[config.mk]
export PLATFORM = sky130hd
export DESIGN_NAME = serial_add_ctrl
export DESIGN_NICKNAME = d
export VERILOG_FILES = /design/src/rtl/serial_add_pkg.sv /design/src/rtl/serial_add_ctrl_fa_cell.sv /design/src/rtl/serial_add_ctrl.sv
export SDC_FILE = /design/constraint.sdc
export NUM_CORES = 1
export LEC_CHECK = 0
export ABC_AREA = 1
export ABC_CLOCK_PERIOD_IN_PS = 1400
export CORE_MARGIN = 2
export CORE_UTILIZATION = 38
export DETAILED_ROUTE_END_ITERATION = 12
export PLACE_DENSITY_LB_ADDON = 0.08
export SLEW_MARGIN = 20
export SYNTH_ARGS = -nofsm -noshare
export SYNTH_HDL_FRONTEND = slang
export SYNTH_SLANG_ARGS = --single-unit
export TNS_END_PERCENT = 30
[constraint.sdc]
create_clock -name clk -period 1.4 [get_ports clk]
set_clock_uncertainty 0.2 [all_clocks]
set_input_delay 0.28 -clock clk [delete_from_list [all_inputs] [get_ports clk]]
set_output_delay 0.28 -clock clk [all_outputs]
set_load 0.05 [all_outputs]
[src/rtl/serial_add_pkg.sv]
// Shared definitions for the bit-serial adder controller: state encoding,
// WIDTH legality bounds and the counter-width helper.
package serial_add_pkg;

  typedef enum logic [1:0] {
    IDLE = 2'd0,
    RUN  = 2'd1,
    DONE = 2'd2
  } state_t;

  localparam int unsigned WIDTH_MIN = 2;
  localparam int unsigned WIDTH_MAX = 32;

  // Counter only needs to reach WIDTH-1, so $clog2(WIDTH) bits suffice.
  function automatic int unsigned cnt_width(input int unsigned width);
    return $clog2(width);
  endfunction

endpackage

[src/rtl/serial_add_ctrl_fa_cell.sv]
// Combinational one-bit full adder, the only arithmetic in the serial adder.
module fa_cell (
  input  logic a,
  input  logic b,
  input  logic ci,
  output logic s,
  output logic co
);

  assign s  = a ^ b ^ ci;
  assign co = (a & b) | (ci & (a ^ b));

endmodule

[src/rtl/serial_add_ctrl.sv]
// Bit-serial adder controller: one fa_cell sequenced LSB first, one bit per clock.
// Optional subtract mode (sub port, a - b) is enabled by defining SERIAL_ADD_SUB_EN.
module serial_add_ctrl
  import serial_add_pkg::*;
#(
  parameter int unsigned WIDTH = 8
) (
  input  logic             clk,
  input  logic             rst_n,
  input  logic             in_valid,
  output logic             in_ready,
  input  logic [WIDTH-1:0] a,
  input  logic [WIDTH-1:0] b,
  input  logic             cin,
`ifdef SERIAL_ADD_SUB_EN
  input  logic             sub,
`endif
  output logic             out_valid,
  input  logic             out_ready,
  output logic [WIDTH-1:0] sum,
  output logic             cout,
  output logic             busy
);

  localparam int unsigned CW = cnt_width(WIDTH);

  if (WIDTH < WIDTH_MIN || WIDTH > WIDTH_MAX) begin : g_width_check
    $error("serial_add_ctrl: WIDTH out of range");
  end

  state_t           state, state_nxt;
  logic [WIDTH-1:0] a_sh, b_sh;
  logic             carry;
  logic [CW-1:0]    cnt;
  logic [WIDTH-1:0] b_in;
  logic             c_in;
  logic             fa_s, fa_co;
  logic             last_bit;

`ifdef SERIAL_ADD_SUB_EN
  // Two's-complement subtract: invert b and inject the +1 through the carry.
  assign b_in = sub ? ~b : b;
  assign c_in = sub | cin;
`else
  assign b_in = b;
  assign c_in = cin;
`endif

  fa_cell u_fa (
    .a  (a_sh[0]),
    .b  (b_sh[0]),
    .ci (carry),
    .s  (fa_s),
    .co (fa_co)
  );

  assign last_bit = (cnt == CW'(WIDTH - 1));

  always_ff @(posedge clk or negedge rst_n) begin
    if (!rst_n) begin
      state <= IDLE;
    end else begin
      state <= state_nxt;
    end
  end

  always_comb begin
    state_nxt = state;
    in_ready  = 1'b0;
    out_valid = 1'b0;
    busy      = 1'b0;
    case (state)
      IDLE: begin
        in_ready = 1'b1;
        if (in_valid) state_nxt = RUN;
      end
      RUN: begin
        busy = 1'b1;
        if (last_bit) state_nxt = DONE;
      end
      DONE: begin
        out_valid = 1'b1;
        if (out_ready) state_nxt = IDLE;
      end
      default: state_nxt = IDLE;
    endcase
  end

  always_ff @(posedge clk or negedge rst_n) begin
    if (!rst_n) begin
      a_sh  <= '0;
      b_sh  <= '0;
      carry <= 1'b0;
      cnt   <= '0;
      sum   <= '0;
      cout  <= 1'b0;
    end else begin
      case (state)
        IDLE: begin
          if (in_valid) begin
            a_sh  <= a;
            b_sh  <= b_in;
            carry <= c_in;
            cnt   <= '0;
            sum   <= '0;
          end
        end
        RUN: begin
          // New bit enters at the MSB; after WIDTH shifts bit 0 lands in sum[0].
          sum   <= {fa_s, sum[WIDTH-1:1]};
          carry <= fa_co;
          a_sh  <= a_sh >> 1;
          b_sh  <= b_sh >> 1;
          cnt   <= cnt + 1'b1;
          if (last_bit) cout <= fa_co;
        end
        default: ;
      endcase
    end
  end

endmodule

==> run metrics <==
total standard cell area after synthesis around 0.0015 mm2; register area share after synthesis between 50% and 60%; Crit path buffers/inverters 2; worst slew pin tran between 200 and 250 ps; first-pass GRT wire length 6196 um; synthesis-stage register bit count 31; Post-layout nets ~270; reported max-cap violation count 0; switching power summed over all nets 2.255 mW; Register-to-Register Path Depth 6; clock buffer depth 2; Slew Viols, Final 0; startpoint-to-endpoint class of the critical path flip-flop to primary output; worst setup slack after layout -190.1 ps; global placement routability congestion around 0.76; violations in the final reports negative setup slack; Antenna diodes 0; Residual DRC 0; biggest area contributors in the synthesized netlist sky130_fd_sc_hd__dfrtp_1, sky130_fd_sc_hd__nand2_1, sky130_fd_sc_hd__inv_1; vertical die dimension approximately 67 um; Initial DRT Pass Iterations 4; shortest clock period the worst path allows after layout approximately 1600 ps; number of antenna violations at the first check in global routing 0; slew margin rel. about 84%; Cells after Synth between 150 and 200; cell class contributing the biggest share of worst-path delay flip-flops; maximum operating frequency roughly 0.63 GHz; HPWL after detailed placement between 2000 and 2500 um; pin count of the biggest net entering global routing 32; final wirelength 3371 um; P_int ~3.1 mW; initial core utilization between 40% and 50%; post-synthesis average cell area about 7.7 um2; Placement Setup Slack -175.0 ps; syn_nets between 200 and 250; cell taking the most area after synthesis sky130_fd_sc_hd__dfrtp_1; ratio of cells with drive above 1 in the final layout ~18%; Initial DRC Count 94; setup TNS after final layout -777.1 ps; GRT Total Usage approximately a fifth; worst min-delay path category input pin to asynchronous set/reset pin; htree depth 2; total stage count of the critical path 3; Hold Vio Cnt, Final 0; count of pins on the block boundary 33; number of placement rows 22; register clock-pin slew on the reported worst setup and hold paths ~60 ps; VDD IR-drop max 0.001043 V; Core Area 0.003744 mm2; final cycle utilization of the critical path 113.6%; overall die width 67.17 um; LEAKAGE ~1.2 nW; Post-CTS Hold Buffers 0; clock tree from TritonCTS yes; Worst Path Required between 900 and 1000 ps; clock group share of total power between 10% and 20%; residual overflow from global routing 0; Synth top area share 51.16%; number of CTS-inserted buffers 5; cell with the largest stage delay on the worst path sky130_fd_sc_hd__dfrtp_1; number of endpoints failing setup at the final stage 25; Switching Fraction roughly two fifths; end-of-flow core utilization between 60% and 70%; clock sink count 31; crit-path cells buf_6, nor2_4, buf_12; kind of capture point of the worst setup path primary output; clock insertion delay at the later pin of the skew report roughly 290 ps; dpl cells between 200 and 300; via count of the first global-routing pass approximately 1400; Area growth, synth to finish 49.26%; worst path arrival time 1110 ps; DR vias/cell 4.603; power density over cell area between 2000 and 2500 mW/mm2; cell at the root of the clock tree sky130_fd_sc_hd__clkbuf_8; synth unique cells 17; share of total power in combinational logic 55.2%; number of vias after detailed routing between 1000 and 1500; count of yosys warnings during synthesis 0; worst hold margin 153.4 ps; fraction of power consumed by sequential logic about 30%; run status complete, but fails checks; unrepaired setup endpoints after global routing true; final std cells w/o fill approximately 290; slowest stage delay, CP just over 400 ps; routed wirelength normalized by instance count about 12 um; number of nets with antenna violations after detailed routing 0; I/O Buffers 32; die area between 0.004 and 0.005 mm2; crit start category flip-flop; largest driver fanout on the critical path 3
-- sequential cells by signal (all words and copies together) (netlist names) --
register  cells
cnt           3
carry         1
state         2
b_sh          8
sum           8
cout          1
a_sh          8
-- cells by family (layout without fill, tap and decap cells) --
| kind of cell | count (synthesis) | in the layout | share of synthesized area, % |
|---|---|---|---|
| AO/OA/AOI/OAI | 10 | 10 | 3.961 |
| AND/OR/NAND/NOR | 110 | 110 | 29.70 |
| flip-flops | 31 | 31 | 51.15 |
| adder cells (fa/ha/maj) | 3 | 3 | 2.970 |
| buffers and inverters | 42 | 90 | 12.21 |
-- cell type report --
cell class / count / area (um2)
tap: 48 / 60.06
inverter: 35 / 131.4
fill: 339 / 1480
multi-input combinational: 123 / 589.3
sequential: 31 / 777.0
timing repair buffer: 47 / 605.6
clock buffer: 8 / 100.1
-- cells in the final DEF (no fill, tap or decap) --
cell type	count
sky130_fd_sc_hd__buf_4	8
sky130_fd_sc_hd__a21oi_2	1
sky130_fd_sc_hd__inv_1	34
sky130_fd_sc_hd__buf_12	15
sky130_fd_sc_hd__nand2_8	1
sky130_fd_sc_hd__ha_1	2
sky130_fd_sc_hd__nand2_4	1
sky130_fd_sc_hd__nand2_1	85
sky130_fd_sc_hd__nand2_2	1
sky130_fd_sc_hd__a21oi_1	1
sky130_fd_sc_hd__dfrtp_1	30
sky130_fd_sc_hd__dfrtp_2	1
sky130_fd_sc_hd__o31ai_1	1
sky130_fd_sc_hd__clkbuf_1	1
sky130_fd_sc_hd__clkbuf_8	7
sky130_fd_sc_hd__inv_2	1
sky130_fd_sc_hd__o21ai_0	3
sky130_fd_sc_hd__clkdlybuf4s50_1	20
sky130_fd_sc_hd__nor2_4	2
sky130_fd_sc_hd__buf_6	4
sky130_fd_sc_hd__nand3_1	18
sky130_fd_sc_hd__fa_1	1
sky130_fd_sc_hd__nor2_1	2
sky130_fd_sc_hd__o21ai_1	3
sky130_fd_sc_hd__o21ai_4	1
-- synth_stat cells --
cell	count
sky130_fd_sc_hd__o21ai_2	1
sky130_fd_sc_hd__buf_4	5
sky130_fd_sc_hd__o31ai_1	1
sky130_fd_sc_hd__nor2_1	4
sky130_fd_sc_hd__a21oi_1	1
sky130_fd_sc_hd__fa_1	1
sky130_fd_sc_hd__inv_2	1
sky130_fd_sc_hd__nand3_1	18
sky130_fd_sc_hd__inv_1	34
sky130_fd_sc_hd__o21ai_0	6
sky130_fd_sc_hd__dfrtp_1	31
sky130_fd_sc_hd__buf_6	1
sky130_fd_sc_hd__a21oi_2	1
sky130_fd_sc_hd__ha_1	2
sky130_fd_sc_hd__buf_2	1
sky130_fd_sc_hd__nand2_1	86
sky130_fd_sc_hd__nand2_4	2
-- repair_timing --
action / in CTS / in global routing
buffers inserted: 2 / 0
endpoints found under the setup margin: 3 / 34
resized for setup: 4 / 7
pin swaps: 3 / 0
-- metal layers --
metal / part of all wire [%] / wire length, um / track usage, % / vias to the layer above
met3: 5.9 / 198 / 4.500 / 9
met4: 3.0 / 102 / 11.48 / 0
li1: - / - / - / 675
met5: 0 / 0 / 0 / -
met2: 47 / 1598 / 29.95 / 34
met1: 44 / 1472 / 22.93 / 626
-- power groups by stage --
| stage | clock (mW) | sequential [mW] | combinational, mW |
|---|---|---|---|
| 2_1_floorplan | 0 | 1.93 | 1.32 |
| 3_3_place_gp | 0 | 1.61 | 2.82 |
| 3_5_place_dp | 0 | 1.63 | 2.87 |
| 4_1_cts | 0.807 | 1.62 | 2.96 |
| 5_1_grt | 0.860 | 1.68 | 3.30 |
| 6_report | 0.797 | 1.62 | 2.97 |
-- stage by stage --
step	cell area, um2	power [mW]
CTS	2252	5.383
finish	2263	5.389
global route	2263	5.845
floorplan	1531	3.250
detailed placement	2113	4.498
global placement	2113	4.423
-- final timing paths --
| kind | startpoint | to | slack [ps] |
|---|---|---|---|
| worst min register to register | b_sh[5]$_DFFE_PN0P_ | b_sh[5]$_DFFE_PN0P_ | 280 |
| max in group asynchronous | rst_n | sum[7]$_DFFE_PN0P_ | 660 |
| worst max-delay path | state[1]$_DFFE_PN0P_ | in_ready | -190 |
| min in group clk | b_sh[5]$_DFFE_PN0P_ | b_sh[5]$_DFFE_PN0P_ | 280 |
| worst min-delay path | rst_n | b_sh[3]$_DFFE_PN0P_ | 150 |
| worst max register to register | state[0]$_DFFE_PN0P_ | sum[7]$_DFFE_PN0P_ | -40 |
-- worst reg2reg max path: cells and delay by family, from the launching register on --
family	cells	cell delay (ps)
flops	1	410
compound gates	2	210
buf+inv	3	470
simple gates	1	80
(Power assumes the default switching activity.)
